File: src/rtl/dac_spi_scheduler_if.sv
// Requester-side and engine-side signal bundle for the DAC serial-write scheduler.
interface dac_spi_scheduler_if #(
    parameter int unsigned NREQ = 4
);
    logic [NREQ-1:0]    req;
    logic [4*NREQ-1:0]  req_comm;
    logic [4*NREQ-1:0]  req_addr;
    logic [16*NREQ-1:0] req_data;
    logic [NREQ-1:0]    gnt;
    logic [NREQ-1:0]    done;
    logic               timeout_err;
    logic               busy;
    logic [3:0]         dac_comm;
    logic [3:0]         dac_addr;
    logic [15:0]        dac_data;
    logic               dac_ext_ctrl;
    logic               dac_sync;

    modport slave (
        input  req, req_comm, req_addr, req_data, dac_sync,
        output gnt, done, timeout_err, busy, dac_comm, dac_addr, dac_data, dac_ext_ctrl
    );

    modport master (
        output req, req_comm, req_addr, req_data, dac_sync,
        input  gnt, done, timeout_err, busy, dac_comm, dac_addr, dac_data, dac_ext_ctrl
    );
endinterface

File: src/rtl/dac_spi_scheduler.sv
// Round-robin scheduler sharing one DAC serial-write engine among NREQ requesters.
// Latches the winner's operands, sequences the engine start level and acks on frame end.
module dac_spi_scheduler #(
    parameter int unsigned NREQ        = 4,
    parameter int unsigned GAP_CYC     = 8,
    parameter int unsigned TIMEOUT_CYC = 4096
) (
    input logic                clk,
    input logic                rst,
    dac_spi_scheduler_if.slave bus
);
    localparam int unsigned IW = (NREQ > 1) ? $clog2(NREQ) : 1;
    localparam int unsigned TW = $clog2(TIMEOUT_CYC + 1);
    localparam int unsigned GW = $clog2(GAP_CYC + 1);

    typedef enum logic [2:0] {
        StIdle,
        StArb,
        StLoad,
        StRun,
        StXfer,
        StGap
    } state_e;

    state_e          state_q, state_d;
    logic [IW-1:0]   rr_ptr_q, rr_ptr_d;
    logic [NREQ-1:0] gnt_q, gnt_d;
    logic [NREQ-1:0] done_q, done_d;
    logic            timeout_err_q, timeout_err_d;
    logic [3:0]      comm_q, comm_d;
    logic [3:0]      addr_q, addr_d;
    logic [15:0]     data_q, data_d;
    logic            ext_q, ext_d;
    logic [TW-1:0]   timer_q, timer_d;
    logic [GW-1:0]   gap_q, gap_d;

    logic [IW-1:0]   win_idx;
    logic [IW-1:0]   scan_idx;
    logic            win_found;
    logic            timer_hit;

    // Scan rr_ptr+1, rr_ptr+2, ... so the last winner has the lowest priority.
    always_comb begin
        win_idx   = rr_ptr_q;
        scan_idx  = rr_ptr_q;
        win_found = 1'b0;
        for (int i = 1; i <= int'(NREQ); i++) begin
            scan_idx = IW'((int'(rr_ptr_q) + i) % int'(NREQ));
            if (!win_found && bus.req[scan_idx]) begin
                win_idx   = scan_idx;
                win_found = 1'b1;
            end
        end
    end

    // timer_q holds the number of completed start-high cycles in the current frame.
    assign timer_hit = (timer_q == TW'(TIMEOUT_CYC - 1));

    always_comb begin
        state_d       = state_q;
        rr_ptr_d      = rr_ptr_q;
        gnt_d         = gnt_q;
        done_d        = '0;
        timeout_err_d = 1'b0;
        comm_d        = comm_q;
        addr_d        = addr_q;
        data_d        = data_q;
        ext_d         = 1'b0;
        timer_d       = timer_q;
        gap_d         = gap_q;

        unique case (state_q)
            StIdle: begin
                if (|bus.req) begin
                    state_d = StArb;
                end
            end
            StArb: begin
                if (win_found) begin
                    rr_ptr_d         = win_idx;
                    gnt_d            = '0;
                    gnt_d[win_idx]   = 1'b1;
                    comm_d           = bus.req_comm[4*win_idx +: 4];
                    addr_d           = bus.req_addr[4*win_idx +: 4];
                    data_d           = bus.req_data[16*win_idx +: 16];
                    state_d          = StLoad;
                end else begin
                    state_d = StIdle;
                end
            end
            StLoad: begin
                timer_d = '0;
                ext_d   = 1'b1;
                state_d = StRun;
            end
            StRun: begin
                if (timer_hit) begin
                    done_d        = gnt_q;
                    timeout_err_d = 1'b1;
                    gap_d         = '0;
                    state_d       = StGap;
                end else begin
                    ext_d   = 1'b1;
                    timer_d = timer_q + 1'b1;
                    if (!bus.dac_sync) begin
                        state_d = StXfer;
                    end
                end
            end
            StXfer: begin
                // A completed strobe wins over a timeout landing in the same cycle.
                if (bus.dac_sync) begin
                    done_d  = gnt_q;
                    gap_d   = '0;
                    state_d = StGap;
                end else if (timer_hit) begin
                    done_d        = gnt_q;
                    timeout_err_d = 1'b1;
                    gap_d         = '0;
                    state_d       = StGap;
                end else begin
                    ext_d   = 1'b1;
                    timer_d = timer_q + 1'b1;
                end
            end
            StGap: begin
                if (gap_q == GW'(GAP_CYC - 1)) begin
                    gnt_d   = '0;
                    state_d = StIdle;
                end else begin
                    gap_d = gap_q + 1'b1;
                end
            end
            default: begin
                gnt_d   = '0;
                state_d = StIdle;
            end
        endcase
    end

    always_ff @(posedge clk or negedge rst) begin
        if (!rst) begin
            state_q       <= StIdle;
            rr_ptr_q      <= IW'(NREQ - 1);
            gnt_q         <= '0;
            done_q        <= '0;
            timeout_err_q <= 1'b0;
            comm_q        <= '0;
            addr_q        <= '0;
            data_q        <= '0;
            ext_q         <= 1'b0;
            timer_q       <= '0;
            gap_q         <= '0;
        end else begin
            state_q       <= state_d;
            rr_ptr_q      <= rr_ptr_d;
            gnt_q         <= gnt_d;
            done_q        <= done_d;
            timeout_err_q <= timeout_err_d;
            comm_q        <= comm_d;
            addr_q        <= addr_d;
            data_q        <= data_d;
            ext_q         <= ext_d;
            timer_q       <= timer_d;
            gap_q         <= gap_d;
        end
    end

    assign bus.gnt          = gnt_q;
    assign bus.done         = done_q;
    assign bus.timeout_err  = timeout_err_q;
    assign bus.busy         = (state_q != StIdle);
    assign bus.dac_comm     = comm_q;
    assign bus.dac_addr     = addr_q;
    assign bus.dac_data     = data_q;
    assign bus.dac_ext_ctrl = ext_q;
endmodule

File: src/flat_wrapper.sv
// flat-port wrapper written by rule: the top's interface ports become plain ports
module dac_spi_scheduler_flat 
#(
    parameter int unsigned NREQ        = 4,
    parameter int unsigned GAP_CYC     = 8,
    parameter int unsigned TIMEOUT_CYC = 4096
)
  (clk, rst, bus_req, bus_req_comm, bus_req_addr, bus_req_data, bus_dac_sync, bus_gnt, bus_done, bus_timeout_err, bus_busy, bus_dac_comm, bus_dac_addr, bus_dac_data, bus_dac_ext_ctrl);
  dac_spi_scheduler_if #(.NREQ(NREQ)) bus_i ();
  input logic clk;
  input logic rst;
  input wire logic [$bits(bus_i.req)-1:0] bus_req;
  input wire logic [$bits(bus_i.req_comm)-1:0] bus_req_comm;
  input wire logic [$bits(bus_i.req_addr)-1:0] bus_req_addr;
  input wire logic [$bits(bus_i.req_data)-1:0] bus_req_data;
  input wire logic [$bits(bus_i.dac_sync)-1:0] bus_dac_sync;
  output wire logic [$bits(bus_i.gnt)-1:0] bus_gnt;
  output wire logic [$bits(bus_i.done)-1:0] bus_done;
  output wire logic [$bits(bus_i.timeout_err)-1:0] bus_timeout_err;
  output wire logic [$bits(bus_i.busy)-1:0] bus_busy;
  output wire logic [$bits(bus_i.dac_comm)-1:0] bus_dac_comm;
  output wire logic [$bits(bus_i.dac_addr)-1:0] bus_dac_addr;
  output wire logic [$bits(bus_i.dac_data)-1:0] bus_dac_data;
  output wire logic [$bits(bus_i.dac_ext_ctrl)-1:0] bus_dac_ext_ctrl;
  assign bus_i.req = bus_req;
  assign bus_i.req_comm = bus_req_comm;
  assign bus_i.req_addr = bus_req_addr;
  assign bus_i.req_data = bus_req_data;
  assign bus_i.dac_sync = bus_dac_sync;
  assign bus_gnt = bus_i.gnt;
  assign bus_done = bus_i.done;
  assign bus_timeout_err = bus_i.timeout_err;
  assign bus_busy = bus_i.busy;
  assign bus_dac_comm = bus_i.dac_comm;
  assign bus_dac_addr = bus_i.dac_addr;
  assign bus_dac_data = bus_i.dac_data;
  assign bus_dac_ext_ctrl = bus_i.dac_ext_ctrl;
  dac_spi_scheduler #(.NREQ(NREQ), .GAP_CYC(GAP_CYC), .TIMEOUT_CYC(TIMEOUT_CYC)) u_core (.clk(clk), .rst(rst), .bus(bus_i));
endmodule
File: config.mk
export PLATFORM = sky130hd
export DESIGN_NAME = dac_spi_scheduler_flat
export DESIGN_NICKNAME = d
export VERILOG_FILES = /design/src/rtl/dac_spi_scheduler_if.sv /design/src/rtl/dac_spi_scheduler.sv /design/src/flat_wrapper.sv
export SDC_FILE = /design/constraint.sdc
export NUM_CORES = 1
export LEC_CHECK = 0
export CAP_MARGIN = 10
export CORE_ASPECT_RATIO = 1.5
export CORE_MARGIN = 4
export CORE_UTILIZATION = 45
export DETAILED_ROUTE_END_ITERATION = 12
export GPL_TIMING_DRIVEN = 0
export PLACE_DENSITY_LB_ADDON = 0.2
export SLEW_MARGIN = 25
export SYNTH_ARGS = -nofsm -noshare
export SYNTH_HDL_FRONTEND = slang
export SYNTH_SLANG_ARGS = --single-unit
File: constraint.sdc
create_clock -name clk -period 2.3 [get_ports clk]
set_input_delay 0.575 -clock clk [delete_from_list [all_inputs] [get_ports clk]]
set_output_delay 0.575 -clock clk [all_outputs]
set_load 0.02 [all_outputs]
; Word-level counts from Yosys, hierarchy flattened
; Index checks and enable logic that the tools add are counted.
[word_totals]
wordCells = 104
out_inout_bits = 35
input_bits = 103
regBits = 56
[op_classes]
n_addsub = 6
mux = 45
reduce_logical = 18
n_shift = 3
n_lt_le_gt_ge = 6
bitwise_logic = 1
n_eq_ne = 14
[op_table]
columns = operator, count
row1 = indexed part select 64 x 7 -> 16 bit, 1
row2 = case mux 13 bit (3 select lines), 1
row3 = indexed part select 16 x 5 -> 4 bit, 2
row4 = 2-to-1 mux 4 bit, 7
row5 = 2-to-1 mux 13 bit, 2
row6 = case mux 4 bit (3 select lines), 2
row7 = 2-to-1 mux 3 bit, 6
row8 = case mux 3 bit (6 select lines), 1
row9 = "< comparator 2 x 3 -> 1 bit, second input constant", 5
row10 = "adder 13 x 1 -> 13 bit, second input constant", 1
row11 = "equality test 13 x 12 -> 1 bit, second input constant", 1
row12 = 2-to-1 mux 1 bit, 13
row13 = 2-to-1 mux 2 bit, 5
row14 = nonzero test 3 bit, 3
row15 = binary-select mux 1 bit (select 2 bit), 4
row16 = case mux 4 bit (2 select lines), 1
row17 = OR reduction 4 bit, 2
row18 = "equality test 3 x 2 -> 1 bit, second input constant", 2
row19 = "equality test 3 bit, second input constant", 2
row20 = "inequality test 2 x 1 -> 1 bit, second input constant", 3
row21 = "inequality test 3 x 2 -> 1 bit, second input constant", 2
row22 = AND reduction 2 bit, 3
row23 = "adder 2 x 1 -> 2 bit, second input constant", 2
row24 = "adder 2 bit, second input constant", 2
row25 = 14 further kinds, 20

; Depth between registers and ports, before layout
; Gate-level depths: netlist of run 1.
[depth]
ltp_word = 19
ltp_mapped = 9

; Least setup slack after synthesis of run 1
; Ideal clock, no wire load.
[synth_path]
kind = input -> register
from = input bus_req[3]
to = register u_core.addr_q[2] (netlist: u_core.bus.dac_addr[2])
stages = 5
setup_ns = 0.127
path_buffers = 1
path_slack_ns = 0.404
t_arrival_ns = 1.769
cell_sequence = or4_1 -> nand2_1 -> clkbuf_1 -> a211o_1 -> o211ai_2
[synth_via]
elab_chain_len = 13
elab_cells_between_ends = 24
[synth_rtl]
columns = element, line
row1 = start: declaration, flat_wrapper.sv:12  ; input wire logic [$bits(bus_i.req)-1:0] bus_req;
row2 = binary-select mux 1 bit (select 2 bit), dac_spi_scheduler.sv:49  ; if (!win_found && bus.req[scan_idx]) begin
row3 = 2-to-1 mux 1 bit (implied by the code), dac_spi_scheduler.sv:49
row4 = 2-to-1 mux 1 bit, dac_spi_scheduler.sv:49
row5 = zero test 1 bit, dac_spi_scheduler.sv:49
row6 = logical AND 1 bit, dac_spi_scheduler.sv:49
row7 = 2-to-1 mux 1 bit, dac_spi_scheduler.sv:49
row8 = zero test 1 bit, dac_spi_scheduler.sv:49
row9 = logical AND 1 bit, dac_spi_scheduler.sv:49
row10 = 2-to-1 mux 1 bit, dac_spi_scheduler.sv:49
row11 = zero test 1 bit, dac_spi_scheduler.sv:49
row12 = logical AND 1 bit, dac_spi_scheduler.sv:49
row13 = 2-to-1 mux 2 bit / 2-to-1 mux 1 bit (equally long branches), dac_spi_scheduler.sv:49
row14 = indexed part select 16 x 5 -> 4 bit / AND reduction 2 bit (equally long branches), n/a
row15 = end signal: assignment, dac_spi_scheduler.sv:161  ; addr_q <= addr_d;
row16 = end: declaration, dac_spi_scheduler.sv:31  ; logic [3:0] addr_q, addr_d;
; Parallel ways exist; a longest one is shown, timed or not. The select of a mux whose other input is x is not followed.
; A chain may end at the register's enable or synchronous reset.

; Worst setup path after layout of run 1
[layout_path]
from = register u_core.state_q[1]
to = output bus_busy
[layout_via]
elab_chain_len = 1
[layout_rtl]
columns = element, line
row1 = start: declaration, dac_spi_scheduler.sv:25  ; state_e state_q, state_d;
row2 = start signal: assignment, dac_spi_scheduler.sv:143  ; state_q <= StIdle;
row3 = start signal: assignment, dac_spi_scheduler.sv:155  ; state_q <= state_d;
row4 = nonzero test 3 bit, dac_spi_scheduler.sv:172  ; assign bus.busy = (state_q != StIdle);
row5 = end: declaration, flat_wrapper.sv:20  ; output wire logic [$bits(bus_i.busy)-1:0] bus_busy;
; Every way passes these cells.

==> results of run 1 <==
==> where the power goes <==
part	switching, W	total [W]	internal (W)	leakage (nW)
logic	0.00205	0.00375	0.00170	1.53
registers	0.000251	0.00160	0.00135	0.723
clock network	0.000358	0.000872	0.000514	0.0808
==> what timing repair did <==
action / CTS / global route
hold buffers: 0 / 0
resized for setup: 4 / 19
buffers inserted: 3 / 0
hold endpoints to repair: 0 / 0
endpoints found under the setup margin: 27 / 27
pin swaps: 1 / 0
==> final cells by class <==
cell class	instances	area share, %
Sequential cell	56	25.7
Clock buffer	6	2.36
Timing Repair Buffer	141	26.1
Tap cell	105	2.41
Inverter	6	0.412
Buffer	33	4.31
Clock inverter	2	0.642
Multi-Input combinational cell	284	38.1
==> per-stage QoR <==
| step | util (%) | total power, W |
|---|---|---|
| after floorplan | - | 0.00399 |
| after global placement | 65.0 | 0.00517 |
| after detailed placement | 65.3 | 0.00526 |
| after CTS | 67.7 | 0.00621 |
| after global routing | 68.2 | 0.00662 |
| final | 68.2 | 0.00622 |
==> placed cells by master (no fill, tap or decap), types with 2 or more instances in the layout <==
| master | count |
|---|---|
| a211o_1 | 25 |
| a21o_1 | 2 |
| a21oi_1 | 5 |
| a22oi_1 | 2 |
| and2_1 | 5 |
| and3_1 | 2 |
| and4_1 | 2 |
| buf_12 | 2 |
| buf_2 | 11 |
| buf_4 | 6 |
| buf_6 | 5 |
| clkbuf_1 | 6 |
| clkbuf_16 | 5 |
| clkbuf_2 | 4 |
| clkbuf_4 | 4 |
| clkdlybuf4s50_1 | 133 |
| dfrtp_1 | 54 |
| dfstp_2 | 2 |
| dlymetal6s2s_1 | 2 |
| ha_1 | 2 |
| inv_1 | 6 |
| mux2i_1 | 23 |
| mux2i_2 | 2 |
| nand2_1 | 46 |
| nand3_1 | 10 |
| nand4_1 | 27 |
| nor2_1 | 15 |
| nor2b_1 | 3 |
| nor3_1 | 7 |
| o2111ai_1 | 3 |
| o211ai_1 | 8 |
| o211ai_2 | 18 |
| o21a_1 | 2 |
| o21ai_0 | 10 |
| o21ai_1 | 3 |
| o31ai_1 | 26 |
| or3_1 | 2 |
| xnor2_1 | 4 |
| xor2_1 | 3 |
==> metal layers <==
metal	up-vias	GRT usage, %
li1	1739	-
met1	1799	26.8
met2	143	45.1
met3	26	6.05
met4	0	9.56
met5	-	0
==> cell families after synthesis <==
| logic type | count (synthesis) | synth area share, % |
|---|---|---|
| muxes | 26 | 7.06 |
| buffers and inverters | 39 | 6.48 |
| AOI/OAI and AO/OA | 116 | 26.6 |
| adders and majority gates | 2 | 0.675 |
| and+or+nand+nor | 133 | 19.7 |
| DFF | 56 | 37.9 |
| xor gates and xnor gates | 7 | 1.65 |
==> worst paths after layout <==
kind / to / slack [ps] / cells after the start
worst max-delay path: bus_busy / 80 / 3
worst min-delay path: u_core.bus.done[2] / 70 / 1
worst max register to register: u_core.gap_q[0] / 230 / 7
max in group asynchronous: u_core.rr_ptr_q[1] / 1720 / 2
worst min register to register: u_core.bus.dac_data[0] / 490 / 2
min in group clk: u_core.bus.dac_data[0] / 490 / 2
==> registers in the layout (all words and copies together) (netlist names) <==
name                     flops
u_core.bus.dac_addr          4
u_core.bus.dac_comm          4
u_core.bus.dac_data         16
u_core.bus.dac_ext_ctrl      1
u_core.bus.done              4
u_core.bus.gnt               4
u_core.bus.timeout_err       1
u_core.gap_q                 4
u_core.rr_ptr_q              2
u_core.state_q               3
u_core.timer_q              13
==> cells in the mapped netlist, drive strengths merged (3+ instances only) <==
cell type and instances:
o2111ai 3, a21oi 6, nand4 27, xnor2 4
nor2 16, nor2b 3, buf 22, nand3 10
o21ai 13, o211ai 26, mux2i 25, and2 5
nand2 47, inv 6, clkbuf 11, a211o 25
dfrtp 54, o31ai 26, xor2 3, nor3 8
==> worst register-to-register path, stage by stage (launching register included) <==
cell	delay (ps)
dfrtp_1	430
ha_1	270
nand4b_1	200
nor3_1	240
buf_2	270
a21oi_1	110
o21a_1	170
mux2_2	270
==> run summary, run 1 <==
## Run status
• **outcome** complete, no violations

## Synth
• **cells taking the most area after synthesis** dfrtp_1, mux2i_1, o211ai_2, a211o_1, o31ai_1
• **gate count after technology mapping** 379
• **number of enable flip-flop cells after synthesis** 0
• **Synth Net Count** 484
• **Async S/R FF share, synth** 100%
• **number of warnings printed during yosys synthesis** 0
• **top-area cell type share of the netlist area** 36.5%
• **mean area per synthesized cell** 9.78 um^2
• **number of distinct standard cells referenced by the synthesized netlist** 60
• **library cell occupying the most area in the post-synthesis netlist** dfrtp_1
• **most used flip-flop cell after synthesis** dfrtp_1
• **flops & latches, synth** 56
• **share of synthesized area occupied by flip-flops and latches** 37.9%
• **post-synthesis cell area** 3700 um^2

## Cells and area
• **antenna diode count** 0
• **fill count** 669
• **Cell Count, Final, Fillers Out** 633
• **sequential cell area** 1400 um^2
• **count of nets after finishing** 632
• **Non-Filler Cell Area, Final** 5460 um^2
• **layout-stage area growth over the synthesis result** 47.4%
• **share of final-layout standard cells stronger than drive strength 1** 14.2%
• **Multi-input gate area** 2080 um^2

## Timing
• **worst clock skew** 4.57 ps
• **RSZ-0062 raised after global routing** false
• **min setup slack post-route** 83.1 ps
• **Worst slew margin** 69.9%
• **setup_tns** 0 ps
• **Final Hold Slack** 74.1 ps
• **highest achievable clock rate** 451 MHz
• **Slew @ Worst Pin** 452 ps
• **count of pins over their slew limit** 0
• **number of setup violations in the final report** 0
• **clock period minus worst slack** 2220 ps
• **Final Hold Fails** 0
• **final period utilization** 96.4%

## Critical path
• **Crit path buffers/inverters** 2
• **kind of end point of the critical path** output port
• **critical register-to-register path startpoint** u_core.timer_q[0]
• **worst path required time** 1730 ps
• **slowest library cell on the worst path** dfrtp_1
• **critical path type** reg2out
• **arrival time of data at the critical path endpoint** 1640 ps
• **list of cells traversed by the critical path** buf_2, or3_1, clkdlybuf4s15_1
• **CP peak stage delay** 430 ps
• **dominant delay contributor by cell family on the critical path** buffers and inverters
• **launch point of the critical path** u_core.state_q[1]
• **Critical Path Start Type** flip-flop
• **largest fanout of any net on the critical path** 10

## Clock tree
• **clock buffers created by TritonCTS** 5
• **worst-skew pair later-pin latency** 290 ps
• **TritonCTS clock tree** done
• **Max clock buf depth** 2
• **number of H-tree levels** 2
• **CTS root buffer** clkbuf_16
• **count of clock tree sinks** 56
• **Reg clk slew, reported paths** 70 ps

## Detailed routing
• **overall via count from detail_route** 3,707
• **Routed WL per cell** 18.5 um
• **Met1 Wirelength** 4160 um
• **wire length reported by the detailed router** 11,700 um
• **uppermost metal layer occupied by signal nets** met4
• **DRC violations left** 0
• **metal3 WL** 844 um
• **number of search-and-repair iterations in the first detailed-routing pass** 5
• **total met2 wirelength after detailed routing** 6390 um
• **routed via count divided by cell count** 5.86
• **remaining antenna violation count** 0
• **DRT iter0 DRCs** 152

## Place
• **Final GP Congestion** 0.898
• **number of input and output port buffers inserted** 137
• **cell total after placement** 622
• **placed cell areas** 5230 um^2
• **detailed placement HPWL** 8860 um
• **post-place setup slack** -460 ps

## Floorplan
• **number of cell rows** 40
• **core area** 8010 um^2
• **Die X** 82.1 um
• **Initial Utilization** 46.3%
• **count of pins on the block boundary** 138
• **chip height** 119 um
• **Die Outline Area** 9780 um^2

## Job
• **number of max-cap violations** 0

## Global route
• **grt total ovfl** 0
• **largest net degree at the start of global routing** 54
• **All-Layer GR Usage** 24.9%
• **initial antenna violation count** 0
• **number of global-route vias before repair** 4,003
• **global-route wire length before repair** 19,000 um

## Hold path
• **worst min-delay path category** in2async

## Power
• **power density cells** 1140 nW/um^2
• **Max VDD drop** 0.000647 V
• **cell leakage power** 2.33 nW

Power figures use the tool's default switching activity.
==> run 2, diff against run 1 <==
GPL_ROUTABILITY_DRIVEN = 1   (was unset)
==> results of run 2 <==
Final layout, timing and power as in run 1 (identical DEF).
==> run 3, diff against run 2 <==
ABC_CLOCK_PERIOD_IN_PS = 2300   (was unset)
==> results of run 3 <==
Final layout, timing and power as in run 1 (identical DEF).
==> patch 1 (config.mk and constraints of run 2) <==
Take the reset off `addr_q` and `data_q` and load them in a clocked block of their own.
--- a/src/rtl/dac_spi_scheduler.sv
+++ b/src/rtl/dac_spi_scheduler.sv
@@ -147,6 +147,4 @@
             timeout_err_q <= 1'b0;
             comm_q        <= '0;
-            addr_q        <= '0;
-            data_q        <= '0;
             ext_q         <= 1'b0;
             timer_q       <= '0;
@@ -159,10 +157,13 @@
             timeout_err_q <= timeout_err_d;
             comm_q        <= comm_d;
-            addr_q        <= addr_d;
-            data_q        <= data_d;
             ext_q         <= ext_d;
             timer_q       <= timer_d;
             gap_q         <= gap_d;
         end
+    end
+
+    always_ff @(posedge clk) begin
+        addr_q <= addr_d;
+        data_q <= data_d;
     end
 
Formal check against the unedited RTL: differs if rst is asserted again (counterexample within 4 cycles, from zero or initial values and one cycle with rst low); with rst held inactive, the same outputs for 4 cycles.
==> patch 1 against run 2 <==
Largest power group unchanged; final area is 9.3% lower; area after synthesis is 14% lower; sequential cell count stayed put; global-route usage is 2.8 points lower; clock skew is 2.6 ps higher; combinational power is 24% lower; setup slack better by 22 ps; count of clock-buffer cells in the layout stayed put; highest routed layer unchanged; routed wire length is 21% lower; sequential share of layout area is 4.7 points higher; total power is 16% lower.
==> patch 1: results (changes against run 2) <==
logic depth of the worst register-to-register path=9 (was 7); destination of the worst register-to-register timing path=u_core.bus.dac_data[0] (was u_core.gap_q[0]); number of distinct standard cells referenced by the synthesized netlist=53 (was 60); post-route clock skew=7.20 ps (was 4.57 ps); largest cells by area after synthesis=sky130_fd_sc_hd__dfrtp_1 (27%), sky130_fd_sc_hd__mux2i_1 (21%), sky130_fd_sc_hd__edfxtp_1 (19%) (was sky130_fd_sc_hd__dfrtp_1 (36%), sky130_fd_sc_hd__mux2i_1 (6.8%), sky130_fd_sc_hd__o211ai_2 (6.1%)); drt first-iter violations=90 (was 152); cell at the root of the clock tree=sky130_fd_sc_hd__clkbuf_8 (was sky130_fd_sc_hd__clkbuf_16); Arr. time, crit path=1620 ps (was 1640 ps); number of global-route vias before repair=3204 (was 4003); worst slew margin relative to its limit=0.625 (was 0.699); WL final=9280 um (was 11700 um); final net count=550 (was 632); post-CTS sizing=19 (was 4); Comb. pwr=2.85 mW (was 3.75 mW); vias after detailed routing=2921 (was 3707); detailed placer's ending HPWL=7350 um (was 8860 um); combinational fraction of design power=0.548 (was 0.603); met3 usage=0.0642 (was 0.0605); number of enable flip-flop cells after synthesis=20 (was 0); GRT Overall Usage=0.221 (was 0.249); latest clock arrival within the worst-skew pair=320 ps (was 290 ps); Initial DRT Pass Iterations=4 (was 5); pin count of the biggest net entering global routing=23 (was 54); met2 wire length=5240 um (was 6390 um); global routing usage on met2=0.436 (was 0.451); portion of netlist area occupied by mux cells=0.211 (was 0.0706); met1 usage in global routing=0.210 (was 0.268); filler cell count in the final layout=534 (was 669); Post-synth top cells=sky130_fd_sc_hd__mux2i_1 (66), sky130_fd_sc_hd__dfrtp_1 (34), sky130_fd_sc_hd__nand2_1 (21) (was sky130_fd_sc_hd__dfrtp_1 (54), sky130_fd_sc_hd__nand2_1 (46), sky130_fd_sc_hd__nand4_1 (27)); clock slew seen by the registers of the worst setup and hold paths=110 ps (was 70 ps); final estimated routing congestion in global placement=0.825 (was 0.898); result of the run=complete, no violations (unchanged); adder-cell share of the synthesized area=0.00784 (was 0.00675); IR Drop Worst-Case VDD=565 uV (was 647 uV); post-CTS repair timing setup buffer count=7 (was 3); Worst R2R Start=u_core.rr_ptr_q[0] (was u_core.timer_q[0]); layout cells sized above 1=0.0987 (was 0.142); total leakage power=2.14 nW (was 2.33 nW); wire length on met1=3110 um (was 4160 um); switching power as a share of total power=0.386 (was 0.427); synthesized-area fraction occupied by ao, oa, aoi and oai cells=0.107 (was 0.266)
patch 1: worst max-delay path by stage:
stage | slack, ps | to | depth (start not counted)
after CTS | 50 | bus_busy | 3
after global placement | -850 | u_core.bus.dac_comm[3] | 8
after floorplan | 160 | u_core.bus.dac_comm[3] | 7
final | 110 | bus_busy | 3
after detailed placement | -870 | u_core.bus.dac_comm[3] | 8
after global routing | 20 | u_core.bus.dac_comm[3] | 10
patch 1: per-stage QoR:
stage	hold WS [ps]	cell area, sq um	TNS (ps)	std cells
2_1_floorplan	279	3190	0	289
3_3_place_gp	486	4660	-25420	504
4_1_cts	161	4920	0	522
5_1_grt	176	4950	0	524
6_report	161	4950	0	524
3_5_place_dp	494	4680	-21980	505
patch 1: final cells by class:
class,count,share of cell area
buffer,13,0.0179
clock buffer,6,0.0190
clock inverter,2,0.00784
inverter,5,0.00531
multi-input combinational,215,0.330
sequential,56,0.304
tap,78,0.0197
timing repair buffer,148,0.295
timing repair inverter,1,0.00126
==> patch 2 (settings of run 2) <==
Made on the original files. `NREQ` is set to 4 in 3 places; all go to 2.
--- a/src/rtl/dac_spi_scheduler_if.sv
+++ b/src/rtl/dac_spi_scheduler_if.sv
@@ -1,5 +1,5 @@
 // Requester-side and engine-side signal bundle for the DAC serial-write scheduler.
 interface dac_spi_scheduler_if #(
-    parameter int unsigned NREQ = 4
+    parameter int unsigned NREQ = 2
 );
     logic [NREQ-1:0]    req;
--- a/src/rtl/dac_spi_scheduler.sv
+++ b/src/rtl/dac_spi_scheduler.sv
@@ -2,5 +2,5 @@
 // Latches the winner's operands, sequences the engine start level and acks on frame end.
 module dac_spi_scheduler #(
-    parameter int unsigned NREQ        = 4,
+    parameter int unsigned NREQ        = 2,
     parameter int unsigned GAP_CYC     = 8,
     parameter int unsigned TIMEOUT_CYC = 4096
--- a/src/flat_wrapper.sv
+++ b/src/flat_wrapper.sv
@@ -2,5 +2,5 @@
 module dac_spi_scheduler_flat 
 #(
-    parameter int unsigned NREQ        = 4,
+    parameter int unsigned NREQ        = 2,
     parameter int unsigned GAP_CYC     = 8,
     parameter int unsigned TIMEOUT_CYC = 4096
Interface: changed (6 resized); port bits go from 138 to 84. The function was not compared with the original's and may differ.
==> patch 2 against run 2 <==
Non-clock buffer count is 77 lower; clock power down 42%; sequential cell count fell by 5; first-iteration DRC count decreased by 11%; count of clock-buffer cells in the layout did not move; die area down 30%; area after synthesis fell by 32%; via count is 41% lower; critical endpoint unchanged; highest routed layer unchanged; final area down 36%; routed wire length shrank 48%; clock skew about the same; setup slack better by 2.2 ps; total power shrank 36%.
==> patch 2: results (changes against run 2) <==
result of the run=complete, no violations (unchanged); post-route clock skew=4.82 ps (was 4.57 ps); IR Drop Worst-Case VDD=757 uV (was 647 uV); Post-synth top cells=sky130_fd_sc_hd__dfrtp_1 (50), sky130_fd_sc_hd__nand2_1 (35), sky130_fd_sc_hd__o21ai_0 (31) (was sky130_fd_sc_hd__dfrtp_1 (54), sky130_fd_sc_hd__nand2_1 (46), sky130_fd_sc_hd__nand4_1 (27)); max incr delay on CP=450 ps (was 430 ps); sequential cell area in the final layout=0.00128 sq mm (was 0.00140 sq mm); logic depth of the worst register-to-register path=6 (was 7); pin count of the biggest net entering global routing=52 (was 54); met2 wire length=3140 um (was 6390 um); vias after detailed routing=2175 (was 3707); cell at the root of the clock tree=sky130_fd_sc_hd__clkbuf_8 (was sky130_fd_sc_hd__clkbuf_16); combinational fraction of design power=0.506 (was 0.603); syn avg cell area=10.1 sq um (was 9.78 sq um); clock-cell share of area=0.0242 (was 0.0300); Multi-In Gates=177 (was 284); post-CTS repair timing setup buffer count=0 (was 3); largest cells by area after synthesis=sky130_fd_sc_hd__dfrtp_1 (50%), sky130_fd_sc_hd__mux2i_1 (12%), sky130_fd_sc_hd__o21ai_0 (6.2%) (was sky130_fd_sc_hd__dfrtp_1 (36%), sky130_fd_sc_hd__mux2i_1 (6.8%), sky130_fd_sc_hd__o211ai_2 (6.1%)); clock sink count=51 (was 56); count of buffers not belonging to the clock network in the layout=97 (was 174); setup slack of the most critical reg-to-reg path=290 ps (was 230 ps); filler-free cell count of the finished design=410 (was 633); number of inverters outside the clock class in the layout=7 (was 6); final estimated routing congestion in global placement=0.776 (was 0.898); total leakage power=1.51 nW (was 2.33 nW); worst slew margin relative to its limit=0.547 (was 0.699)
-- patch 2: cell types whose count changed after synthesis, moves of 11 or more --
cell	delta
sky130_fd_sc_hd__a211o_1	-25
sky130_fd_sc_hd__o31ai_1	-23
sky130_fd_sc_hd__o21ai_0	+21
sky130_fd_sc_hd__o211ai_2	-17
sky130_fd_sc_hd__nor2_1	-11
sky130_fd_sc_hd__nand4_1	-23
sky130_fd_sc_hd__nand2_1	-11
-- patch 2: logic make-up after synthesis --
group,after synthesis,synth area share
simple gates,81,0.173
fa+ha+maj,2,0.00997
flops,51,0.509
compound gates,65,0.158
buf+inv,21,0.0349
mux,29,0.116
-- patch 2: per-layer routing --
layer | GRT usage | up-vias
li1 | - | 1082
met1 | 0.238 | 1021
met2 | 0.323 | 63
met3 | 0.0689 | 9
met4 | 0.0721 | 0
met5 | 0 | -
-- patch 2: repair_timing --
item / 4_1_cts / 5_1_grt
resized for setup: 1 / 3
endpoints found under the setup margin: 1 / 1
gates cloned: 0 / 0
-- patch 2: through the flow --
| stage | power (mW) | area [sq um] | hold WS [ps] |
|---|---|---|---|
| floorplan | 2.63 | 2510 | 279 |
| global placement | 3.45 | 3430 | 459 |
| detailed placement | 3.49 | 3420 | 469 |
| CTS | 4.00 | 3510 | 306 |
| global route | 4.28 | 3510 | 332 |
| finish | 3.96 | 3510 | 279 |
-- patch 2: worst max-delay path by stage --
| stage | slack, ps | to | start |
|---|---|---|---|
| global route | 20 | bus_busy | u_core.state_q[0] |
| CTS | 3 | bus_busy | u_core.state_q[0] |
| global placement | -890 | u_core.bus.dac_comm[3] | rst |
| finish | 90 | bus_busy | u_core.state_q[0] |
| floorplan | 560 | u_core.timer_q[3] | u_core.timer_q[0] |
| detailed placement | -120 | u_core.timer_q[4] | bus_dac_sync |
